### config.mk
export PLATFORM = sky130hd
export DESIGN_NAME = serial_fir_ctrl_flat
export DESIGN_NICKNAME = d
export VERILOG_FILES = /design/src/rtl/serial_fir_ctrl_if.sv /design/src/rtl/serial_fir_ctrl.sv /design/src/flat_wrapper.sv
export SDC_FILE = /design/constraint.sdc
export NUM_CORES = 1
export LEC_CHECK = 0
export ABC_AREA = 0
export CELL_PAD_IN_SITES_DETAIL_PLACEMENT = 1
export CELL_PAD_IN_SITES_GLOBAL_PLACEMENT = 1
export CORE_MARGIN = 5
export CORE_UTILIZATION = 31
export CTS_CLUSTER_DIAMETER = 200
export DETAILED_ROUTE_END_ITERATION = 6
export PLACE_DENSITY = 0.89
export SLEW_MARGIN = 15
export SYNTH_ARGS = -nofsm -noshare
export SYNTH_HDL_FRONTEND = slang
export SYNTH_SLANG_ARGS = --single-unit
export TNS_END_PERCENT = 5
### constraint.sdc
create_clock -name clk_i -period 1.84 [get_ports clk_i]
set_input_delay 0.184 -clock clk_i [delete_from_list [all_inputs] [get_ports clk_i]]
set_output_delay 0.184 -clock clk_i [all_outputs]
set_load 0.01 [all_outputs]
### src/rtl/serial_fir_ctrl_if.sv
// Sample-side and accumulator-side signals of the serial FIR sequencer.
// Handshake: a sample is transferred in any cycle where valid_i and ready_o
// are both high; valid_i while ready_o is low is a dropped sample, not a stall.
// state_o exposes the sequencer FSM state for observation.
interface serial_fir_ctrl_if;
  logic        valid_i;
  logic [11:0] data_i;
  logic        ready_o;
  logic        sample_we_o;
  logic [3:0]  sample_waddr_o;
  logic [11:0] sample_wdata_o;
  logic [3:0]  sample_raddr_o;
  logic [3:0]  coef_addr_o;
  logic        bypass_o;
  logic        capture_o;
  logic        dout_valid_o;
  logic        overrun_o;
  logic [7:0]  ovr_cnt_o;
  logic [1:0]  state_o;

  modport master (
    output valid_i, data_i,
    input  ready_o, sample_we_o, sample_waddr_o, sample_wdata_o, sample_raddr_o,
    input  coef_addr_o, bypass_o, capture_o, dout_valid_o, overrun_o, ovr_cnt_o,
    input  state_o
  );

  modport slave (
    input  valid_i, data_i,
    output ready_o, sample_we_o, sample_waddr_o, sample_wdata_o, sample_raddr_o,
    output coef_addr_o, bypass_o, capture_o, dout_valid_o, overrun_o, ovr_cnt_o,
    output state_o
  );
endinterface

### src/rtl/serial_fir_ctrl.sv
// Sequencer for a 16-tap serial FIR: clears the circular sample buffer after
// reset, accepts one sample per filter output, walks taps newest-first and
// times the accumulator bypass/capture strobes to the read+multiply latency.
// Optional macro SERIAL_FIR_OVR_CNT_EN adds a saturating dropped-sample count.
module serial_fir_ctrl #(
  parameter int RD_LAT   = 1,
  parameter int MULT_LAT = 3
) (
  input logic              clk_i,
  input logic              rst_i,
  serial_fir_ctrl_if.slave bus
);
  localparam int D = RD_LAT + MULT_LAT;

  typedef enum logic [1:0] {CLEAR = 2'd0, IDLE = 2'd1, RUN = 2'd2} state_t;

  state_t      state_q, state_d;
  logic [3:0]  cnt_q, cnt_d;    // clear address in CLEAR, tap index k in RUN
  logic [3:0]  wp_q, wp_d;
  logic [3:0]  base_q, base_d;
  logic        overrun_q;
  logic        ready, accept, drop;
  logic        issue_first, issue_last;
  logic        we;
  logic [3:0]  waddr, raddr, caddr;
  logic [11:0] wdata;
  logic [D-1:0] byp_sr_q, byp_sr_d;
  logic [D:0]   cap_sr_q, cap_sr_d;
  logic         dv_q;

  // Next-state: clear sweep, idle wait, tap walk; acceptance restarts the walk.
  always_comb begin
    state_d = state_q;
    cnt_d   = cnt_q;
    wp_d    = wp_q;
    base_d  = base_q;
    ready   = 1'b0;
    case (state_q)
      CLEAR: begin
        cnt_d = cnt_q + 4'd1;
        if (cnt_q == 4'd15) state_d = IDLE;
      end
      IDLE: ready = 1'b1;
      RUN: begin
        cnt_d = cnt_q + 4'd1;
        if (cnt_q == 4'd15) begin
          ready   = 1'b1;
          state_d = IDLE;
        end
      end
      default: state_d = CLEAR;
    endcase
    if (rst_i) ready = 1'b0;
    accept = ready && bus.valid_i;
    drop   = !ready && bus.valid_i && !rst_i;
    if (accept) begin
      state_d = RUN;
      cnt_d   = 4'd0;
      base_d  = wp_q;
      wp_d    = wp_q + 4'd1;
    end
  end

  // Buffer/ROM port drive; everything reads as zero while reset is held.
  always_comb begin
    we          = 1'b0;
    waddr       = 4'd0;
    wdata       = 12'd0;
    raddr       = 4'd0;
    caddr       = 4'd0;
    issue_first = 1'b0;
    issue_last  = 1'b0;
    if (!rst_i) begin
      if (state_q == CLEAR) begin
        we    = 1'b1;
        waddr = cnt_q;
      end else if (accept) begin
        we    = 1'b1;
        waddr = wp_q;
        wdata = bus.data_i;
      end
      if (state_q == RUN) begin
        raddr       = base_q - cnt_q;
        caddr       = cnt_q;
        issue_first = (cnt_q == 4'd0);
        issue_last  = (cnt_q == 4'd15);
      end
    end
  end

  // Strobe delay lines: first tap -> bypass after D, last tap -> capture after D+1.
  always_comb begin
    byp_sr_d    = byp_sr_q << 1;
    byp_sr_d[0] = issue_first;
    cap_sr_d    = cap_sr_q << 1;
    cap_sr_d[0] = issue_last;
  end

  // State, pointers, strobe pipeline and sticky overrun.
  always_ff @(posedge clk_i) begin
    if (rst_i) begin
      state_q   <= CLEAR;
      cnt_q     <= 4'd0;
      wp_q      <= 4'd0;
      base_q    <= 4'd0;
      byp_sr_q  <= '0;
      cap_sr_q  <= '0;
      dv_q      <= 1'b0;
      overrun_q <= 1'b0;
    end else begin
      state_q  <= state_d;
      cnt_q    <= cnt_d;
      wp_q     <= wp_d;
      base_q   <= base_d;
      byp_sr_q <= byp_sr_d;
      cap_sr_q <= cap_sr_d;
      dv_q     <= cap_sr_q[D];
      if (drop) overrun_q <= 1'b1;
    end
  end

`ifdef SERIAL_FIR_OVR_CNT_EN
  logic [7:0] ovr_cnt_q;

  // Saturating count of dropped samples.
  always_ff @(posedge clk_i) begin
    if (rst_i)                            ovr_cnt_q <= 8'd0;
    else if (drop && ovr_cnt_q != 8'hFF)  ovr_cnt_q <= ovr_cnt_q + 8'd1;
  end

  assign bus.ovr_cnt_o = rst_i ? 8'd0 : ovr_cnt_q;
`else
  assign bus.ovr_cnt_o = 8'd0;
`endif

  assign bus.ready_o        = ready;
  assign bus.sample_we_o    = we;
  assign bus.sample_waddr_o = waddr;
  assign bus.sample_wdata_o = wdata;
  assign bus.sample_raddr_o = raddr;
  assign bus.coef_addr_o    = caddr;
  assign bus.bypass_o       = byp_sr_q[D-1] && !rst_i;
  assign bus.capture_o      = cap_sr_q[D] && !rst_i;
  assign bus.dout_valid_o   = dv_q && !rst_i;
  assign bus.overrun_o      = overrun_q && !rst_i;
  assign bus.state_o        = state_q;
endmodule

### src/flat_wrapper.sv
// flat-port wrapper written by rule: the top's interface ports become plain ports
module serial_fir_ctrl_flat 
#(
  parameter int RD_LAT   = 1,
  parameter int MULT_LAT = 3
)
  (clk_i, rst_i, bus_valid_i, bus_data_i, bus_ready_o, bus_sample_we_o, bus_sample_waddr_o, bus_sample_wdata_o, bus_sample_raddr_o, bus_coef_addr_o, bus_bypass_o, bus_capture_o, bus_dout_valid_o, bus_overrun_o, bus_ovr_cnt_o, bus_state_o);
  serial_fir_ctrl_if bus_i ();
  input logic clk_i;
  input logic rst_i;
  input wire logic [$bits(bus_i.valid_i)-1:0] bus_valid_i;
  input wire logic [$bits(bus_i.data_i)-1:0] bus_data_i;
  output wire logic [$bits(bus_i.ready_o)-1:0] bus_ready_o;
  output wire logic [$bits(bus_i.sample_we_o)-1:0] bus_sample_we_o;
  output wire logic [$bits(bus_i.sample_waddr_o)-1:0] bus_sample_waddr_o;
  output wire logic [$bits(bus_i.sample_wdata_o)-1:0] bus_sample_wdata_o;
  output wire logic [$bits(bus_i.sample_raddr_o)-1:0] bus_sample_raddr_o;
  output wire logic [$bits(bus_i.coef_addr_o)-1:0] bus_coef_addr_o;
  output wire logic [$bits(bus_i.bypass_o)-1:0] bus_bypass_o;
  output wire logic [$bits(bus_i.capture_o)-1:0] bus_capture_o;
  output wire logic [$bits(bus_i.dout_valid_o)-1:0] bus_dout_valid_o;
  output wire logic [$bits(bus_i.overrun_o)-1:0] bus_overrun_o;
  output wire logic [$bits(bus_i.ovr_cnt_o)-1:0] bus_ovr_cnt_o;
  output wire logic [$bits(bus_i.state_o)-1:0] bus_state_o;
  assign bus_i.valid_i = bus_valid_i;
  assign bus_i.data_i = bus_data_i;
  assign bus_ready_o = bus_i.ready_o;
  assign bus_sample_we_o = bus_i.sample_we_o;
  assign bus_sample_waddr_o = bus_i.sample_waddr_o;
  assign bus_sample_wdata_o = bus_i.sample_wdata_o;
  assign bus_sample_raddr_o = bus_i.sample_raddr_o;
  assign bus_coef_addr_o = bus_i.coef_addr_o;
  assign bus_bypass_o = bus_i.bypass_o;
  assign bus_capture_o = bus_i.capture_o;
  assign bus_dout_valid_o = bus_i.dout_valid_o;
  assign bus_overrun_o = bus_i.overrun_o;
  assign bus_ovr_cnt_o = bus_i.ovr_cnt_o;
  assign bus_state_o = bus_i.state_o;
  serial_fir_ctrl #(.RD_LAT(RD_LAT), .MULT_LAT(MULT_LAT)) u_core (.clk_i(clk_i), .rst_i(rst_i), .bus(bus_i));
endmodule
==> impl_metrics.tcl <==
set metrics [dict create \
    synthDistinctLibCells 34 \
    r2r_cells 9 \
    synth_seq_area_share 0.358 \
    yosysTopAreaCellShare 0.358 \
    core_area_um2 4350 \
    hold_violations 0 \
    synth_area_leaders "dfxtp_1 36%, ha_1 8.1%, nor2b_1 6.7%" \
    post-synth-top-count-cell "dfxtp_1" \
    grt_pass1_vias 1650 \
    die_x_um 77.1 \
    synth_area_um2 1400 \
    r2r-start "u_core.bus.state_o[1]" \
    clkLatencyLatePin_ns 0.27 \
    antenna_left 0 \
    drv_slew 0 \
    grt_first_pass_wirelength_um 7980 \
    pre_cts_slack_ns -0.460 \
    ys_warn_count 0 \
    postLayoutCellArea_um2 2280 \
    worst_ir_drop_vdd_uv 269 \
    drt-vias-per-instance 4.86 \
    ys_ff_latch 25 \
    cp-end-kind "output port" \
    status "complete, but fails checks" \
    ctsLongestPathBuffers 2 \
    hold_path_startpoint "u_core.cap_sr_q[3]" \
    cts_max_level 1 \
    num_antenna_cells 0 \
    hold_class "register to register" \
    crit_path_start_kind "register" \
    whs_endpoint "u_core.cap_sr_q[4]" \
    syn_inst 170 \
    ioPinCount 55 \
    maxCapViolCount 0 \
    drive_gt1_frac 0.384 \
    power.leakage_nw 1.02 \
    clock_skew_ns 0.00279 \
    antenna_found_initial 0 \
    dieHeight_um 77.1 \
    period_needed_ns 2.01 \
    grt_overflow 0 \
    fmax_mhz 498 \
    tns_ns -2.01 \
    hpwlAfterDp_um 3280 \
    drt_iter0_markers 69 \
    worst-setup-path-type "register to output port" \
    cts_tree "done" \
    finalWorstSetupSlack_ns -0.169 \
    cp_data_arrival_time_ns 1.82 \
    start_util 0.321 \
    hold_buffers 0 \
    synth_edf_count 0 \
    vias 1468 \
    cp.required_ns 1.66 \
    synthArstFlopShare 0 \
    r2r-end "u_core.cnt_q[0]" \
    port-buffer-count 46 \
    avgSynthCellArea_um2 8.22 \
    clkTransAtPathRegs_ns 0.08 \
    holdWs_ns 0.453 \
    power_w 0.00104 \
    area_growth_pct 63.2 \
    cp_max_fo 3 \
    grt_use_total 0.165 \
    power_density_nw_per_um2 454 \
    drc_errors 0 \
    wl_um 4950 \
    routedWlPerCell_um 16.4 \
    rsz0062_at_grt "true" \
    cts_buffers 3 \
    synth_ff_type "dfxtp_1" \
    synth_area_leader_cell "dfxtp_1" \
    fin_crit_sh 1.09 \
    gp_congestion 0.761 \
    hold_depth 1 \
    row_count 24 \
    placed_cell_area_um2 2060 \
    clkSinkCount 25 \
    setup_violations 20 \
    die_area_um2 5950 \
    yosys-top-cells-count "25 x dfxtp_1, 17 x nand2_1, 15 x nor2_1, 15 x nor2b_1, 12 x a21oi_1" \
    root_buffer "clkbuf_8" \
    nNetsFinal 276 \
    violations "negative setup slack" \
    regToRegSetupSlack_ns 0.07 \
    grt_max_degree 19 \
    drtPass1Iterations 4 \
]
[metrics by stage]
stage,util,cells
global route,0.524,302
detailed placement,0.473,286
finish,0.524,302
global placement,0.473,286
floorplan,-,177
CTS,0.509,299
[placed cells by master (no fill, tap or decap), types with 2 or more instances in the layout]
cell type / synthesis / final
a21oi_1: 12 / 11
and2_1: 2 / 2
and3_1: 11 / 9
and3_4: 0 / 2
buf_2: 2 / 18
buf_4: 8 / 34
buf_6: 1 / 9
clkbuf_8: 0 / 3
clkdlybuf4s50_1: 0 / 20
conb_1: 1 / 8
dfxtp_1: 25 / 21
dfxtp_2: 0 / 3
dlygate4sd2_1: 0 / 4
ha_1: 9 / 4
ha_4: 0 / 4
inv_1: 6 / 3
inv_2: 1 / 3
nand2_1: 17 / 15
nand3_1: 3 / 3
nand3b_1: 4 / 4
nor2_1: 15 / 13
nor2_4: 0 / 2
nor2b_1: 15 / 14
nor3_1: 6 / 6
o21ai_0: 3 / 2
xnor2_1: 7 / 7
[kinds of logic (layout without fill, tap and decap cells)]
| logic type | Yosys count | count (layout) | share of synthesized area |
|---|---|---|---|
| adders and majority gates | 10 | 10 | 0.0949 |
| muxes | 1 | 1 | 0.00716 |
| xor gates and xnor gates | 8 | 8 | 0.0501 |
| DFF | 25 | 25 | 0.358 |
| AOI/OAI and AO/OA | 19 | 19 | 0.0779 |
| other | 1 | 8 | 0.00268 |
| buffers and inverters | 25 | 98 | 0.0958 |
| and+or+nand+nor | 81 | 81 | 0.313 |
[sequential cells by signal, summed over array words and instances, names as in the netlist]
name,flops
u_core.base_q,4
u_core.bus.state_o,2
u_core.byp_sr_q,4
u_core.cap_sr_q,5
u_core.cnt_q,4
u_core.dv_q,1
u_core.overrun_q,1
u_core.wp_q,4
[report_power, final]
| group | internal [W] | switching (W) | leakage (nW) | total, W |
|---|---|---|---|---|
| sequential | 0.000547 | 0.00000852 | 0.204 | 0.000556 |
| clock | 0.000155 | 0.000166 | 0.0228 | 0.000321 |
| combinational | 0.0000839 | 0.0000759 | 0.795 | 0.000160 |
| total | 0.000786 | 0.000250 | 1.02 | 0.00104 |
[worst max-delay path by stage]
stage / depth (start not counted) / endpoint / slack, ns / from
floorplan: 7 / bus_sample_wdata_o[1] / 0.14 / u_core.bus.state_o[0]
CTS: 9 / bus_sample_waddr_o[2] / -0.12 / u_core.bus.state_o[1]
global route: 9 / bus_sample_waddr_o[2] / -0.23 / u_core.bus.state_o[1]
global placement: 7 / bus_sample_wdata_o[5] / -0.34 / u_core.bus.state_o[0]
finish: 9 / bus_sample_waddr_o[2] / -0.17 / u_core.bus.state_o[1]
detailed placement: 7 / bus_sample_wdata_o[7] / -0.46 / u_core.bus.state_o[0]
[metal layers]
| layer | track usage | part of all wire | up-vias |
|---|---|---|---|
| met2 | 0.315 | 0.55 | 51 |
| met3 | 0.0492 | 0.054 | 12 |
| li1 | - | - | 704 |
| met1 | 0.167 | 0.38 | 701 |
| met5 | 0 | 0 | - |
| met4 | 0.0515 | 0.021 | 0 |
[final cells by class]
class / instances / area, um2
multi-input cells: 127 / 927
repair buffers: 87 / 707
flip-flops and latches: 25 / 508
inverters: 7 / 28.8
well taps: 52 / 65.1
fillers: 524 / 2070
clock buffers: 4 / 45.0
[critical path, cell delays in order (launching register included)]
cell and delay [ns]:
dfxtp_4 0.39, buf_12 0.10, ha_4 0.15, a41oi_4 0.14, nor2_4 0.17, buf_6 0.12
buf_6 0.09, nand3b_1 0.10, a21oi_2 0.16, buf_2 0.15
[timing repair]
action / CTS / global route
gates cloned: 0 / 0
resized for setup: 124 / 14
endpoints found under the setup margin: 26 / 26
pin swaps: 7 / 6
setup buffers: 9 / 3
Power figures use the tool's default switching activity.
